==> src/rtl/counter_1_12_monitor.sv <==
// Passive read-side checker for the MIN_VAL..MAX_VAL wrapping counter: predicts q each
// clock, compares, and reports mismatches as a pulse, sticky flag, counters and first-error capture.
module counter_1_12_monitor #(
  parameter int W       = 4,
  parameter int MIN_VAL = 1,
  parameter int MAX_VAL = 12,
  parameter int CW      = 16,
  parameter int RESYNC  = 1
) (
  input  logic          clk,
  input  logic          reset,
  input  logic          en,
  input  logic          load,
  input  logic [W-1:0]  d,
  input  logic [W-1:0]  q,
  output logic          armed,
  output logic          err,
  output logic          err_sticky,
  output logic [CW-1:0] err_count,
  output logic [CW-1:0] match_count,
  output logic [W-1:0]  first_exp,
  output logic [W-1:0]  first_got
);

  localparam logic [W-1:0]  MIN_V   = W'(MIN_VAL);
  localparam logic [W-1:0]  MAX_V   = W'(MAX_VAL);
  localparam logic [CW-1:0] CNT_TOP = '1;

  logic [W-1:0]  exp_q;
  logic          armed_q;
  logic          err_q;
  logic          sticky_q;
  logic [CW-1:0] err_cnt_q;
  logic [CW-1:0] match_cnt_q;
  logic [W-1:0]  first_exp_q;
  logic [W-1:0]  first_got_q;

  logic [W-1:0]  base;
  logic [W-1:0]  next_exp;
  logic          mismatch;

  // Values above MAX_VAL are not wrapped to MIN_VAL; they roll over modulo 2^W.
  always_comb begin
    base     = (RESYNC != 0) ? q : exp_q;
    next_exp = base;
    mismatch = (q != exp_q);
    if (load) begin
      next_exp = d;
    end else if (en) begin
      next_exp = (base == MAX_V) ? MIN_V : base + W'(1);
    end
  end

  always_ff @(posedge clk) begin
    if (reset) begin
      exp_q       <= MIN_V;
      armed_q     <= 1'b1;
      err_q       <= 1'b0;
      sticky_q    <= 1'b0;
      err_cnt_q   <= '0;
      match_cnt_q <= '0;
      first_exp_q <= '0;
      first_got_q <= '0;
    end else begin
      // The prediction keeps tracking even before the first reset arms the checker.
      exp_q <= next_exp;
      if (armed_q) begin
        if (mismatch) begin
          err_q    <= 1'b1;
          sticky_q <= 1'b1;
          if (err_cnt_q != CNT_TOP) begin
            err_cnt_q <= err_cnt_q + CW'(1);
          end
          if (!sticky_q) begin
            first_exp_q <= exp_q;
            first_got_q <= q;
          end
        end else begin
          err_q <= 1'b0;
          if (match_cnt_q != CNT_TOP) begin
            match_cnt_q <= match_cnt_q + CW'(1);
          end
        end
      end
    end
  end

  assign armed       = armed_q;
  assign err         = err_q;
  assign err_sticky  = sticky_q;
  assign err_count   = err_cnt_q;
  assign match_count = match_cnt_q;
  assign first_exp   = first_exp_q;
  assign first_got   = first_got_q;

endmodule

==> config.mk <==
export PLATFORM = sky130hd
export DESIGN_NAME = counter_1_12_monitor
export DESIGN_NICKNAME = d
export VERILOG_FILES = /design/src/rtl/counter_1_12_monitor.sv
export SDC_FILE = /design/constraint.sdc
export NUM_CORES = 1
export LEC_CHECK = 0
export CAP_MARGIN = 20
export CORE_MARGIN = 2
export CORE_UTILIZATION = 45
export CTS_BUF_LIST = sky130_fd_sc_hd__clkbuf_2 sky130_fd_sc_hd__clkbuf_4 sky130_fd_sc_hd__clkbuf_8
export DETAILED_ROUTE_END_ITERATION = 8
export GPL_TIMING_DRIVEN = 0
export PLACE_DENSITY_LB_ADDON = 0.12
export SKIP_CTS_REPAIR_TIMING = 1
export SLEW_MARGIN = 0
export SYNTH_ARGS = -nofsm -noshare
export SYNTH_HDL_FRONTEND = slang
export SYNTH_SLANG_ARGS = --single-unit
export TNS_END_PERCENT = 10
==> constraint.sdc <==
create_clock -name clk -period 2.39 [get_ports clk]
set_clock_uncertainty 0.05 [all_clocks]
set_input_delay 0.478 -clock clk [delete_from_list [all_inputs] [get_ports clk]]
set_output_delay 0.478 -clock clk [all_outputs]
set_load 0.01 [all_outputs]
==> results of run 1 <==
==> state kept, by name, summed over array words and instances, names as in the netlist <==
| name | cells |
|---|---|
| err | 1 |
| err_count | 16 |
| err_sticky | 1 |
| exp_q | 4 |
| first_exp | 4 |
| first_got | 4 |
| match_count | 16 |
==> worst min path at each step <==
stage	from	slack [ns]	depth (start not counted)	end
after detailed placement	exp_q[0]$_SDFF_PP1_	0.41	2	first_exp[0]$_SDFFE_PP0P_
after global placement	exp_q[3]$_SDFF_PP0_	0.40	2	first_exp[3]$_SDFFE_PP0P_
after floorplan	exp_q[0]$_SDFF_PP1_	0.40	2	first_exp[0]$_SDFFE_PP0P_
final	first_got[1]$_SDFFE_PP0P_	0.43	2	first_got[1]$_SDFFE_PP0P_
after global routing	first_exp[3]$_SDFFE_PP0P_	0.46	2	first_exp[3]$_SDFFE_PP0P_
after CTS	exp_q[0]$_SDFF_PP1_	0.43	2	first_exp[0]$_SDFFE_PP0P_
==> power breakdown <==
part / switching (W) / internal (W) / leakage [nW]
clock network: 0.000243 / 0.000224 / 0.0452
registers: 0.0000280 / 0.000791 / 0.374
logic: 0.0000967 / 0.0000951 / 0.594
total: 0.000367 / 0.00111 / 1.01
==> stage by stage <==
stage | util, % | worst slack, ns | instance area [um2]
6_report | 62.88 | 0.1321 | 3009
5_1_grt | 62.88 | 0.0007210 | 3009
4_1_cts | 61.88 | -0.04951 | 2962
3_5_place_dp | 60.13 | -0.2987 | 2878
3_3_place_gp | 60.13 | -0.2388 | 2878
2_1_floorplan | - | 0.5152 | 2273
==> logic make-up (layout without fill, tap and decap cells) <==
| logic type | Yosys count | in the layout |
|---|---|---|
| flops | 46 | 46 |
| fa+ha+maj | 4 | 4 |
| mux | 4 | 4 |
| other cells | 1 | 1 |
| compound gates | 41 | 41 |
| xor+xnor | 28 | 28 |
| simple gates | 124 | 124 |
| buf+inv | 18 | 77 |
==> worst min-delay path, stage by stage (launching register included) <==
cell and delay, ns:
dfxtp_1 0.31, o21ai_0 0.06, a21oi_1 0.06
==> layer usage <==
metal / GRT usage, % / share of wire [%] / up-vias
met5: 0 / 0 / -
met4: 8.135 / 2.1 / 0
met3: 5.355 / 6.7 / 10
met2: 30.51 / 44 / 77
met1: 25.62 / 48 / 986
li1: - / - / 1058
==> layout by cell type, fill, tap and decap left out, types with 5 or more instances in the layout <==
cell             count
a21oi_1             18
clkbuf_1             5
clkbuf_8             5
clkdlybuf4s50_1     50
dfxtp_1             46
inv_1                5
nand2_1             20
nand3_1             14
nand4_1              6
nor2_1              38
nor3_1              10
nor4_1               9
o21ai_0             14
xnor2_1             24
==> layout make-up <==
class	count	area [um2]	share of cell area, %
multi-input combinational	202	1304	43.33
sequential	46	920.9	30.60
timing repair buffer	52	525.5	17.46
clock buffer	7	83.83	2.786
tap	67	83.83	2.786
buffer	13	72.57	2.412
inverter	5	18.77	0.6237
==> flow_metrics.py, run 1 <==
metrics = {
    "setup_path": {
        "worst-path-buf-inv": 2,
        "reg2reg_depth": 7,
        "crit_fanout": 8,
        "crit_slowest_cell": "clkdlybuf4s50_1",
        "worstSetupEndpoint": "match_count[11]$_SDFFE_PP0P_",
        "startpoint_type": "primary input",
        "r2r_slack_ns": 0.22,
        "crit_path_end_kind": "flop",
        "crit_start": "q[0]",
        "cp.depth": 7,
        "worstPathRequired_ns": 2.53,
        "critPathKind": "primary input to flop",
        "rr_endpoint": "err_count[0]$_SDFFE_PP0P_",
        "critPathMaxStageDelay_ns": 0.61,
        "r2r_start": "err_count[0]$_SDFFE_PP0P_",
        "critPathTopFamily": "buffers and inverters",
        "crit_chain": "clkdlybuf4s50_1 > xnor2_2 > and4_1 > buf_6 > nand3_1 > nor4_2 > mux2_2",
        "crit_arrival_ns": 2.40,
    },
    "sta": {
        "finalMaxSlewViolations": 0,
        "rsz0062_at_grt": "false",
        "setup_viol": 0,
        "whs_ns": 0.4281,
        "finalHoldViolCount": 0,
        "period_needed_ns": 2.258,
        "tightest_slew_ns": 0.6887,
        "relSlewSlack_pct": 53.97,
        "fmax_mhz": 442.9,
        "period_share_pct": 94.47,
        "fin_setup_tns_ns": 0,
    },
    "synthesis": {
        "synth_edf_count": 0,
        "synth_top_cell_area_share_pct": 40.51,
        "synth_xor_area_share_pct": 10.79,
        "synth_flop_cell": "dfxtp_1",
        "yosys-top-cells-area": "dfxtp_1 41%, xnor2_1 11%, nor2_1 6.3%, a21oi_1 4.0%, nand2_1 3.3%",
        "ys_top_cells_by_count": "46 x dfxtp_1, 38 x nor2_1, 28 x xnor2_1, 20 x nand2_1, 18 x a21oi_1",
        "synthDistinctLibCells": 43,
        "yosysTopAreaCell": "dfxtp_1",
        "avgSynthCellArea_um2": 8.547,
        "ys_ff_latch": 46,
        "async_flop_share_pct": 0,
        "synth_cells": 266,
        "syn_area_mm2": 0.002273,
        "yosysMostFrequentCell": "dfxtp_1",
        "synth_nets": 282,
        "yosys_warnings": 0,
        "synth_compound_area_share_pct": 10.24,
        "ys_seq_area_share_pct": 40.51,
        "yosys-mux-area-fraction_pct": 1.816,
        "synth_top_family_by_area": "simple AND/OR/NAND/NOR gates",
        "yosys.area_share.simple_pct": 30.27,
        "synthAdderAreaFrac_pct": 2.201,
    },
    "floorplanning": {
        "die_w_um": 75.08,
        "start_util_pct": 47.50,
        "core_area_mm2": 0.004786,
        "die-area_mm2": 0.005636,
        "ios": 55,
        "placementRows": 25,
        "die_y_um": 75.08,
    },
    "cells_and_area": {
        "diodes": 0,
        "syn2layout_area_growth_pct": 32.36,
        "nNetsFinal": 341,
        "layout-drive-gt1-share_pct": 9.538,
        "fillers": 423,
        "finalNonFillerCells": 392,
    },
    "worst_hold_path": {
        "hp-class": "flop to flop",
    },
    "grt": {
        "grt.total_usage_pct": 19.59,
        "grt_pass1_vias": 1841,
        "grt_max_degree": 13,
        "grt_overflow": 0,
        "grt_pass1_wl_mm": 8.493,
        "antenna_found_initial": 0,
    },
    "routing": {
        "drt-pass1-iter-count": 4,
        "drc": 0,
        "via_count": 2131,
        "drtIter0Drc": 100,
        "antenna_left": 0,
        "via_per_inst": 5.436,
        "drt-total-wl_mm": 5.267,
        "wl_per_cell_um": 13.44,
    },
    "clock_tree": {
        "clk_latency_ns": 0.30,
        "clkTransAtPathRegs_ns": 0.08,
        "cts_htree_levels": 2,
        "cts_max_path_buffers": 2,
        "clock_sinks": 46,
        "cts_tree": "built",
        "clockRootBuffer": "clkbuf_8",
        "numCtsBuffers": 5,
    },
    "placed_design": {
        "portBuffers": 52,
        "place_hpwl_mm": 3.770,
        "gp_routability_congestion": 0.8743,
        "dp_cells": 385,
    },
    "run": {
        "maxCapViolCount": 0,
    },
    "power_and_ir_drop": {
        "p_leak_nw": 1.013,
        "vdd_drop_max_mv": 0.2623,
        "p_per_area_mw_per_mm2": 490.9,
        "power_w": 0.001477,
    },
    "status": {
        "status": "finished clean",
    },
}
No activity file was read; power rests on OpenSTA's default activity.
==> inputs of run 2 (changes only) <==
--- a/config.mk
+++ b/config.mk
@@ -6,12 +6,13 @@
 export NUM_CORES = 1
 export LEC_CHECK = 0
 export CAP_MARGIN = 20
+export CORE_ASPECT_RATIO = 1.5
 export CORE_MARGIN = 2
 export CORE_UTILIZATION = 45
 export CTS_BUF_LIST = sky130_fd_sc_hd__clkbuf_2 sky130_fd_sc_hd__clkbuf_4 sky130_fd_sc_hd__clkbuf_8
 export DETAILED_ROUTE_END_ITERATION = 8
 export GPL_TIMING_DRIVEN = 0
-export PLACE_DENSITY_LB_ADDON = 0.12
+export PLACE_DENSITY = 0.83
 export SKIP_CTS_REPAIR_TIMING = 1
 export SLEW_MARGIN = 0
 export SYNTH_ARGS = -nofsm -noshare
==> run 2 against run 1 <==
  * Combinational power is essentially flat
  * Power increased by 2.6%
  * Sequential power is essentially flat
  * First-iteration DRC count rose by 19%
  * Largest power group unchanged
==> flow_metrics.py, run 2 (synthesis results as in run 1) <==
metrics = {
    "grt": {
        "grt_pass1_wl_mm": 8.804,
        "grt_max_degree": 14,
        "grt.total_usage_pct": 20.18,
        "grt_pass1_vias": 2026,
        "grt_overflow": 0,
        "antenna_found_initial": 0,
    },
    "clock_tree": {
        "clockRootBuffer": "clkbuf_8",
        "cts_htree_levels": 2,
        "clkTransAtPathRegs_ns": 0.08,
        "numCtsBuffers": 5,
        "clk_latency_ns": 0.30,
        "cts_max_path_buffers": 2,
        "cts_tree": "built",
        "clock_sinks": 46,
    },
    "sta": {
        "relSlewSlack_pct": 56.62,
        "finalHoldViolCount": 0,
        "rsz0062_at_grt": "false",
        "period_needed_ns": 2.190,
        "tightest_slew_ns": 0.6489,
        "fmax_mhz": 456.7,
        "setup_viol": 0,
        "period_share_pct": 91.62,
        "finalMaxSlewViolations": 0,
    },
    "setup_path": {
        "worstPathRequired_ns": 2.53,
        "critPathTopFamily": "simple AND/OR/NAND/NOR gates",
        "critPathMaxStageDelay_ns": 0.54,
        "path_common_cell": "nor2_1",
        "critPathKind": "flop to flop",
        "startpoint_type": "flop",
        "crit_slowest_cell": "dfxtp_1",
        "crit_arrival_ns": 2.33,
        "crit_fanout": 10,
        "crit_path_end_kind": "flop",
        "worst-path-buf-inv": 1,
        "crit_chain": "ha_1 > nand4_1 > nor4b_1 > buf_2 > nor2_1 > xnor2_1 > nor2_1",
    },
    "routing": {
        "via_count": 2161,
        "drt-pass1-iter-count": 4,
        "antenna_left": 0,
        "wl_per_cell_um": 13.71,
        "drtIter0Drc": 119,
        "drc": 0,
        "drt-total-wl_mm": 5.373,
        "via_per_inst": 5.513,
    },
    "cells_and_area": {
        "syn2layout_area_growth_pct": 32.47,
        "layout.cells.most_common": "clkdlybuf4s50_1",
        "fillers": 408,
        "postLayoutCoreUtil_pct": 62.12,
        "layout_common_cells": "48 x clkdlybuf4s50_1, 46 x dfxtp_1, 38 x nor2_1, 24 x xnor2_1, 20 x nand2_1",
        "diodes": 0,
        "seq_area_um2": 920.9,
        "layout-drive-gt1-share_pct": 9.202,
        "design_area_mm2": 0.003012,
        "multiInputGateArea_mm2": 0.001291,
        "nNetsFinal": 341,
    },
    "floorplanning": {
        "die_y_um": 91.05,
        "start_util_pct": 46.89,
        "placementRows": 31,
        "ios": 55,
        "core_area_mm2": 0.004848,
        "die_w_um": 62.04,
        "die-area_mm2": 0.005648,
    },
    "power_and_ir_drop": {
        "p_per_area_mw_per_mm2": 503.5,
        "vdd_drop_max_mv": 0.3195,
        "power_w": 0.001516,
        "p_leak_nw": 1.037,
    },
    "run": {
        "maxCapViolCount": 0,
    },
    "status": {
        "status": "finished clean",
    },
    "placed_design": {
        "gp_routability_congestion": 0.8977,
        "placed_area_mm2": 0.002877,
        "place_hpwl_mm": 3.947,
        "portBuffers": 52,
    },
    "worst_hold_path": {
        "hp-class": "flop to flop",
    },
}
[run 2: changes by cell type in the layout (fill, tap and decap cells not counted)]
cell / delta
dlymetal6s2s_1: +2
clkbuf_4: -1
nor4_2: -2
clkinv_2: +1
nor4_1: +2
clkdlybuf4s50_1: -2
clkbuf_8: +1
[run 2: per-layer routing]
| metal | GRT usage, % | vias up | wire [um] |
|---|---|---|---|
| li1 | - | 1061 | - |
| met1 | 23.28 | 1017 | 2142 |
| met2 | 33.33 | 74 | 2859 |
| met3 | 3.846 | 9 | 244 |
| met4 | 10.64 | 0 | 127 |
| met5 | 0 | - | 0 |
[run 2: cell type report]
type / count / area share (%)
clock buffers: 7 / 2.991
flip-flops and latches: 46 / 30.58
inverters: 5 / 0.6232
clock inverters: 1 / 0.1662
multi-input cells: 202 / 42.87
repair buffers: 52 / 17.62
well taps: 66 / 2.742
plain buffers: 13 / 2.410
[run 2: path summary, 6_finish.rpt]
| kind | cells after the start | startpoint | endpoint | slack, ns |
|---|---|---|---|---|
| max | 7 | err_count[0]$_SDFFE_PP0P_ | err_count[0]$_SDFFE_PP0P_ | 0.20 |
| min | 2 | first_exp[3]$_SDFFE_PP0P_ | first_exp[3]$_SDFFE_PP0P_ | 0.43 |
| max reg2reg | 7 | err_count[0]$_SDFFE_PP0P_ | err_count[0]$_SDFFE_PP0P_ | 0.20 |
| min reg2reg | 2 | first_exp[3]$_SDFFE_PP0P_ | first_exp[3]$_SDFFE_PP0P_ | 0.43 |
[run 2: worst min-delay path, cell delays in order (launching register included)]
cell and delay (ns):
dfxtp_1 0.31, o21ai_0 0.06, a21oi_1 0.06
[run 2: power breakdown]
group	internal [W]	total, W	leakage [nW]	switching, W
registers	0.000791	0.000819	0.374	0.0000288
clock network	0.000245	0.000504	0.0517	0.000259
logic	0.0000950	0.000193	0.611	0.0000982
total	0.00113	0.00152	1.04	0.000386
[run 2: per-stage QoR]
stage | std cells | setup slack [ns] | hold slack [ns] | TNS [ns]
after detailed placement | 384 | -0.2543 | 0.4097 | -0.8198
after CTS | 392 | 0.08597 | 0.4210 | 0
after floorplan | 266 | 0.5152 | 0.3952 | 0
final | 392 | 0.2002 | 0.4309 | 0
after global placement | 384 | -0.2012 | 0.4037 | -0.5803
after global routing | 392 | 0.02294 | 0.4511 | 0
==> inputs of run 3 (changes only) <==
--- a/config.mk
+++ b/config.mk
@@ -12,10 +12,9 @@
 export CTS_BUF_LIST = sky130_fd_sc_hd__clkbuf_2 sky130_fd_sc_hd__clkbuf_4 sky130_fd_sc_hd__clkbuf_8
 export DETAILED_ROUTE_END_ITERATION = 8
 export GPL_TIMING_DRIVEN = 0
+export HOLD_SLACK_MARGIN = 0.02
 export PLACE_DENSITY = 0.83
 export SKIP_CTS_REPAIR_TIMING = 1
-export SLEW_MARGIN = 0
 export SYNTH_ARGS = -nofsm -noshare
 export SYNTH_HDL_FRONTEND = slang
 export SYNTH_SLANG_ARGS = --single-unit
-export TNS_END_PERCENT = 10
==> results of run 3 <==
No change in the layout: final DEF, timing and power equal those of run 2.
